**src/rtl/mem_stage_ctrl.sv**
```systemverilog
// mem_stage_ctrl
//   Memory-stage access controller. Takes one load or store from the MEM
//   stage, checks size/alignment, drives a single-beat memory request, waits
//   for mem_ready (bounded by TIMEOUT), and returns an extended load result.
//
// Parameters
//   TIMEOUT   max ACCESS cycles before the access is aborted (2..255)
//
// Ports
//   clk, rst_n           clock, asynchronous active-low reset
//   req_load, req_store  MEM stage holds a load / store
//   funct3               size and sign of the access
//   addr, wdata          byte address, right-justified store data
//   mem_en, mem_we       request strobe, write qualifier
//   mem_addr, mem_be     word address, byte enables
//   mem_wdata            lane-replicated store data
//   mem_ready, mem_rdata memory completion, read word
//   stall                freeze upstream stages
//   done, err            one-cycle completion / fault pulses
//   load_data            extended load result
module mem_stage_ctrl #(
  parameter int TIMEOUT = 16
) (
  input  logic        clk,
  input  logic        rst_n,
  input  logic        req_load,
  input  logic        req_store,
  input  logic [2:0]  funct3,
  input  logic [31:0] addr,
  input  logic [31:0] wdata,
  output logic        mem_en,
  output logic        mem_we,
  output logic [31:0] mem_addr,
  output logic [3:0]  mem_be,
  output logic [31:0] mem_wdata,
  input  logic        mem_ready,
  input  logic [31:0] mem_rdata,
  output logic        stall,
  output logic        done,
  output logic [31:0] load_data,
  output logic        err
);

  typedef enum logic [1:0] {S_IDLE, S_ACCESS, S_DONE, S_ERR} state_t;

  localparam logic [7:0] CNT_LAST = 8'(TIMEOUT - 1);

  state_t      state;
  logic [7:0]  cnt;
  logic [2:0]  f3_r;
  logic [1:0]  lane_r;
  logic        is_load_r;

  logic        any_req;
  logic        both_req;
  logic        f3_legal;
  logic        aligned;

  function automatic logic [3:0] be_of(input logic [2:0] f3, input logic [1:0] lane);
    case (f3[1:0])
      2'b00:   return 4'b0001 << lane;
      2'b01:   return 4'b0011 << lane;
      default: return 4'b1111;
    endcase
  endfunction

  function automatic logic [31:0] wdata_of(input logic [2:0] f3, input logic [31:0] d);
    case (f3[1:0])
      2'b00:   return {4{d[7:0]}};
      2'b01:   return {2{d[15:0]}};
      default: return d;
    endcase
  endfunction

  // Lane is shifted down to bit 0 first, then sign/zero extended.
  function automatic logic [31:0] ext_load(input logic [2:0] f3, input logic [1:0] lane,
                                           input logic [31:0] rd);
    logic [31:0]        sh;
    logic signed [7:0]  b_s;
    logic signed [15:0] h_s;
    sh  = rd >> {lane, 3'b000};
    b_s = sh[7:0];
    h_s = sh[15:0];
    case (f3)
      3'b000:  return 32'(b_s);
      3'b001:  return 32'(h_s);
      3'b100:  return {24'd0, sh[7:0]};
      3'b101:  return {16'd0, sh[15:0]};
      default: return rd;
    endcase
  endfunction

  always_comb begin
    any_req  = req_load | req_store;
    both_req = req_load & req_store;
    f3_legal = (funct3 == 3'b000) || (funct3 == 3'b001) || (funct3 == 3'b010) ||
               (funct3 == 3'b100) || (funct3 == 3'b101);
    case (funct3[1:0])
      2'b01:   aligned = ~addr[0];
      2'b10:   aligned = (addr[1:0] == 2'b00);
      default: aligned = 1'b1;
    endcase
  end

  // Depends on live request inputs in IDLE, so it cannot be registered.
  assign stall = ((state == S_IDLE) && any_req) || (state == S_ACCESS);

  always_ff @(posedge clk or negedge rst_n) begin
    if (!rst_n) begin
      state     <= S_IDLE;
      cnt       <= 8'd0;
      f3_r      <= 3'd0;
      lane_r    <= 2'd0;
      is_load_r <= 1'b0;
      mem_en    <= 1'b0;
      mem_we    <= 1'b0;
      mem_be    <= 4'd0;
      mem_addr  <= 32'd0;
      mem_wdata <= 32'd0;
      load_data <= 32'd0;
      done      <= 1'b0;
      err       <= 1'b0;
    end else begin
      done <= 1'b0;
      err  <= 1'b0;
      case (state)
        S_IDLE: begin
          if (both_req) begin
            state <= S_ERR;
            err   <= 1'b1;
          end else if (any_req) begin
            if (f3_legal && aligned) begin
              state     <= S_ACCESS;
              cnt       <= 8'd0;
              f3_r      <= funct3;
              lane_r    <= addr[1:0];
              is_load_r <= req_load;
              mem_en    <= 1'b1;
              mem_we    <= req_store;
              mem_be    <= be_of(funct3, addr[1:0]);
              mem_addr  <= {addr[31:2], 2'b00};
              mem_wdata <= wdata_of(funct3, wdata);
            end else begin
              state <= S_ERR;
              err   <= 1'b1;
            end
          end
        end
        S_ACCESS: begin
          // mem_ready takes priority over the timeout on the last cycle.
          if (mem_ready) begin
            state  <= S_DONE;
            done   <= 1'b1;
            mem_en <= 1'b0;
            mem_we <= 1'b0;
            mem_be <= 4'd0;
            if (is_load_r) load_data <= ext_load(f3_r, lane_r, mem_rdata);
          end else if (cnt == CNT_LAST) begin
            state  <= S_ERR;
            err    <= 1'b1;
            mem_en <= 1'b0;
            mem_we <= 1'b0;
            mem_be <= 4'd0;
          end else begin
            cnt <= cnt + 8'd1;
          end
        end
        S_DONE:  state <= S_IDLE;
        S_ERR:   state <= S_IDLE;
        default: state <= S_IDLE;
      endcase
    end
  end

endmodule

```
**config.mk**
```make
export PLATFORM = sky130hd
export DESIGN_NAME = mem_stage_ctrl
export DESIGN_NICKNAME = d
export VERILOG_FILES = /design/src/rtl/mem_stage_ctrl.sv
export SDC_FILE = /design/constraint.sdc
export NUM_CORES = 1
export LEC_CHECK = 0
export BUFFER_PORTS_ARGS = -buffer_cell sky130_fd_sc_hd__buf_4
export CORE_ASPECT_RATIO = 1.4
export CORE_MARGIN = 3
export CORE_UTILIZATION = 50
export CTS_BUF_LIST = sky130_fd_sc_hd__clkbuf_2 sky130_fd_sc_hd__clkbuf_4 sky130_fd_sc_hd__clkbuf_8
export CTS_CLUSTER_SIZE = 24
export DETAILED_ROUTE_END_ITERATION = 12
export PLACE_DENSITY = 0.81
export SKIP_CTS_REPAIR_TIMING = 1
export SLEW_MARGIN = 20
export SYNTH_ARGS = -nofsm -noshare
export SYNTH_HDL_FRONTEND = slang
export SYNTH_SLANG_ARGS = --single-unit
```
**constraint.sdc**
```tcl
create_clock -name clk -period 3.43 [get_ports clk]
set_input_delay 0.686 -clock clk [delete_from_list [all_inputs] [get_ports clk]]
set_output_delay 0.686 -clock clk [all_outputs]
set_load 0.05 [all_outputs]
```
# Word level (Yosys, flattened, before mapping)
# Cells that the tools add are included.
# Widths: inputs -> output; s select.
# word_totals
regBits	118
latchBits	0
ram_bits	0
mem_bits_ro	0
inputBits	104
out_inout_bits	105
wordCells	100
memories	0
# classes
add_sub_neg	1
multipliers	0
div_mod_pow	0
order_cmp	0
n_eq_ne	20
shift	3
muxes	40
n_bitwise	4
n_reduce_logical	19
# ops
operator	n
$pmux 32 s4	1
$pmux 32 s2	1
$mux 8	5
$shr 32x5->16	1
$mux 4	5
$pmux 4 s2	2
$pmux 8 s2	1
$mux 1	15
$eq 3x3->1 const B	4
$mux 2	5
$add 8x1->8 const B	1
$eq 8x4->1 const B	1
$ne 2x2->1 const B	4
$pmux 1 s2	4
$eq 2x2->1 const B	3
$eq 3x1->1 const B	2
$logic_not 2->1	3
$logic_not 3->1	2
$pmux 2 s3	1
$reduce_and 6->1	1
$logic_or 1x1->1	5
$reduce_and 5->1	1
$eq 2x1->1 const B	2
$reduce_and 4->1	1
other kinds (14)	16

# Depth between registers and ports, before layout
# logic_depth
word_depth	10
mapped_depth	10
mapped_depth_nobuf	7

# Worst setup path before layout
# Ideal clock, no wire load.
# synth_path
kind	input-to-output
start	in req_load
end	out stall
arrival_time_ps	1729
required_ps	2744
slack_ps	1015
path_stages	3
n_path_buf	0
cell_sequence	inv_1 > ha_1 > a21oi_1
# synth_between
elab_chain_len	3
# synth_lines
element	line	text
from (decl)	26	input logic req_load,
$or 1x1->1	94	any_req = req_load | req_store;
$logic_and 1x1->1	106	assign stall = ((state == S_IDLE) && any_req) || (state == S_ACCESS);
$logic_or 1x1->1	106	
to (decl)	38	output logic stall,
# Every way passes these cells.

# Final worst setup path
# layout_path
start	reg lane_r[0]
end	reg load_data[17]
# layout_between
elab_chain_len	2
# layout_lines
element	line	text
from (decl)	51	logic [1:0] lane_r;
from (signal assigned)	136	lane_r <= addr[1:0];
$shr 32x5->16	81	sh = rd >> {lane, 3'b000};
$pmux 32 s4	84	case (f3)
to (signal assigned)	157	if (is_load_r) load_data <= ext_load(f3_r, lane_r, mem_rdata);
to (decl)	40	output logic [31:0] load_data,
# Every way passes these cells.
# A chain may end at the register's enable or synchronous reset.

==> impl_metrics.ini <==
[run_status]
status = finished, final reports clean

[die]
core.rowCount = 44
start_util = 0.520
die_h_um = 130
boundaryPins = 209
die_w_um = 94.4
dieArea_mm2 = 0.0122
core_area_mm2 = 0.0105

[global_route]
antenna_found_initial = 0
grt_max_degree = 87
met1_usage = 0.289
met3_usage = 0.0663
overflow = 0
top_usage_layer = met2
grt_pass1_wl_um = 23700
use_met2 = 0.420
grt_pass1_vias = 4874
grt_usage = 0.249

[logic_synthesis]
synth_seq_cells = 118
ys_top_cells_by_count = 118 x dfrtp_1, 77 x nand2_1, 73 x o21ai_0
syn-cell-area_mm2 = 0.00547
ys_seq_area_frac = 0.540
synthFlopType = dfrtp_1
synth_top_area_share = 0.540
yosysUniqueCellTypes = 46
yosysWarnings = 0
synth.avg_cell_area_um2 = 10.3
synth_most_common_cell = dfrtp_1
synth_edf_count = 0
syn_inst = 529
synth_area_leaders = dfrtp_1 54%, o21ai_0 6.7%, mux2_2 5.4%, nand2_1 5.3%, nand3_1 3.4%
async_flop_share = 1.00
synth.largest_area_cell = dfrtp_1

[sta]
drv_slew = 0
max_slew_margin = 0.416
worstMarginPinSlew_ns = 0.877
min_period_ns = 2.41
clock_skew_ns = 0.0112
period_share = 0.704
finalSetupTns_ns = 0
hold_viol = 0
rsz0062_at_grt = false
timing.final.ws_setup_ns = 1.02
setup_viol = 0
holdWs_ns = 0.321
fmax_mhz = 414

[power]
finalPower_mw = 8.26
power.density_mw_per_mm2 = 1100
leakagePower_nw = 3.79
peakVddDrop_mv = 0.669

[place]
place.gp.congestion = 0.842
pre_cts_ws_ns = 0.792
dp.cells = 845
io_buffers = 206
hpwlAfterDp_um = 11200
dpl_cell_area_mm2 = 0.00710

[critical_path]
crit_fanout = 20
cp_data_required_time_ns = 3.78
path_class = flip-flop to flip-flop
end_kind = flip-flop
critPathLaunchType = flip-flop
cp.arrival_ns = 2.76

[cts]
cts_sinks = 118
clk_latency_ns = 0.42
clockBufferDepth = 2
numCtsBuffers = 17
h-tree-depth = 4
cts_tree = done
root_buffer = clkbuf_8
path_clk_slew_ns = 0.07

[job]
maxCapViolations = 0

[routing]
wl_per_cell_um = 17.1
first_pass_iters = 5
final_antenna_net_count = 0
viasPerCell = 5.53
drtIter0Drc = 217
routed_wl_um = 15000
drc = 0
vias = 4843

[final_layout]
finalCoreUtilization = 0.717
multi_input_area_mm2 = 0.00232
antenna_cells = 0
layout.nets = 837
num-fill-cells = 775
syn_to_final_growth_pct = 37.8
seqCellArea_mm2 = 0.00295
fin_cells = 875
layout-drive-gt1-share = 0.377
final_cell_area_mm2 = 0.00754

[hold_path]
hp-class = input port to asynchronous set/reset pin
## report_power, final
| part | internal [mW] | switching (mW) | total (mW) |
|---|---|---|---|
| sequential | 2.02 | 0.456 | 2.48 |
| clock | 0.846 | 0.528 | 1.37 |
| combinational | 1.36 | 3.05 | 4.41 |
## layout by cell type, fill, tap and decap left out, drive strengths merged, types with 8 or more instances in the layout
cell type    n
nor2        19
clkbuf      21
a22oi        8
mux2i       17
inv          8
buf        213
nand2       78
dfrtp      118
o21ai       74
a22o         9
mux2        42
nand3       37
a21oi       28
## area by class of cell
class                      instances  area share
timing repair buffer             213       0.215
clock inverter                     9      0.0199
inverter                           8     0.00398
multi-input combinational        368       0.308
tap                              138      0.0229
clock buffer                      21      0.0375
sequential                       118       0.392
## worst paths after layout
path / depth (start not counted) / end / from / slack, ns
hold / removal: 1 / load_data[3]$_DFFE_PN0P_ / rst_n / 0.32
setup reg to reg: 5 / load_data[17]$_DFFE_PN0P_ / lane_r[0]$_DFFE_PN0P_ / 1.02
min in group clk: 2 / mem_addr[28]$_DFFE_PN0P_ / addr[28] / 0.48
setup / recovery: 5 / load_data[17]$_DFFE_PN0P_ / lane_r[0]$_DFFE_PN0P_ / 1.02
hold reg to reg: 2 / mem_wdata[31]$_DFFE_PN0P_ / mem_wdata[31]$_DFFE_PN0P_ / 0.48
max in group asynchronous: 2 / lane_r[1]$_DFFE_PN0P_ / rst_n / 2.33
## kinds of logic after synthesis
group / count (synthesis) / share of synthesized area
multiplexers: 60 / 0.122
AO/OA/AOI/OAI: 141 / 0.153
other: 1 / 0.000686
buffers and inverters: 44 / 0.0373
flip-flops: 118 / 0.540
adder cells (fa/ha/maj): 7 / 0.0160
AND/OR/NAND/NOR: 158 / 0.131
## critical path, cell delays in order, from the launching register on
cell and delay (ns):
dfrtp_1 0.69, nor2b_1 0.56, o2bb2ai_1 0.21, nand2_1 0.08
a2111o_1 0.61, nand3_1 0.19
## per-layer routing
metal	vias to the layer above	wire (um)
met4	0	512
met5	-	0
li1	2249	-
met3	42	1180
met1	2301	5550
met2	251	7730
## sequential cells by signal, summed over array words and instances, names as in the netlist
| name | flops |
|---|---|
| f3_r | 3 |
| mem_be | 4 |
| err | 1 |
| load_data | 32 |
| done | 1 |
| mem_en | 1 |
| state | 2 |
| mem_addr | 30 |
| cnt | 8 |
| lane_r | 2 |
| mem_we | 1 |
| mem_wdata | 32 |
| is_load_r | 1 |
Power figures use the tool's default switching activity.
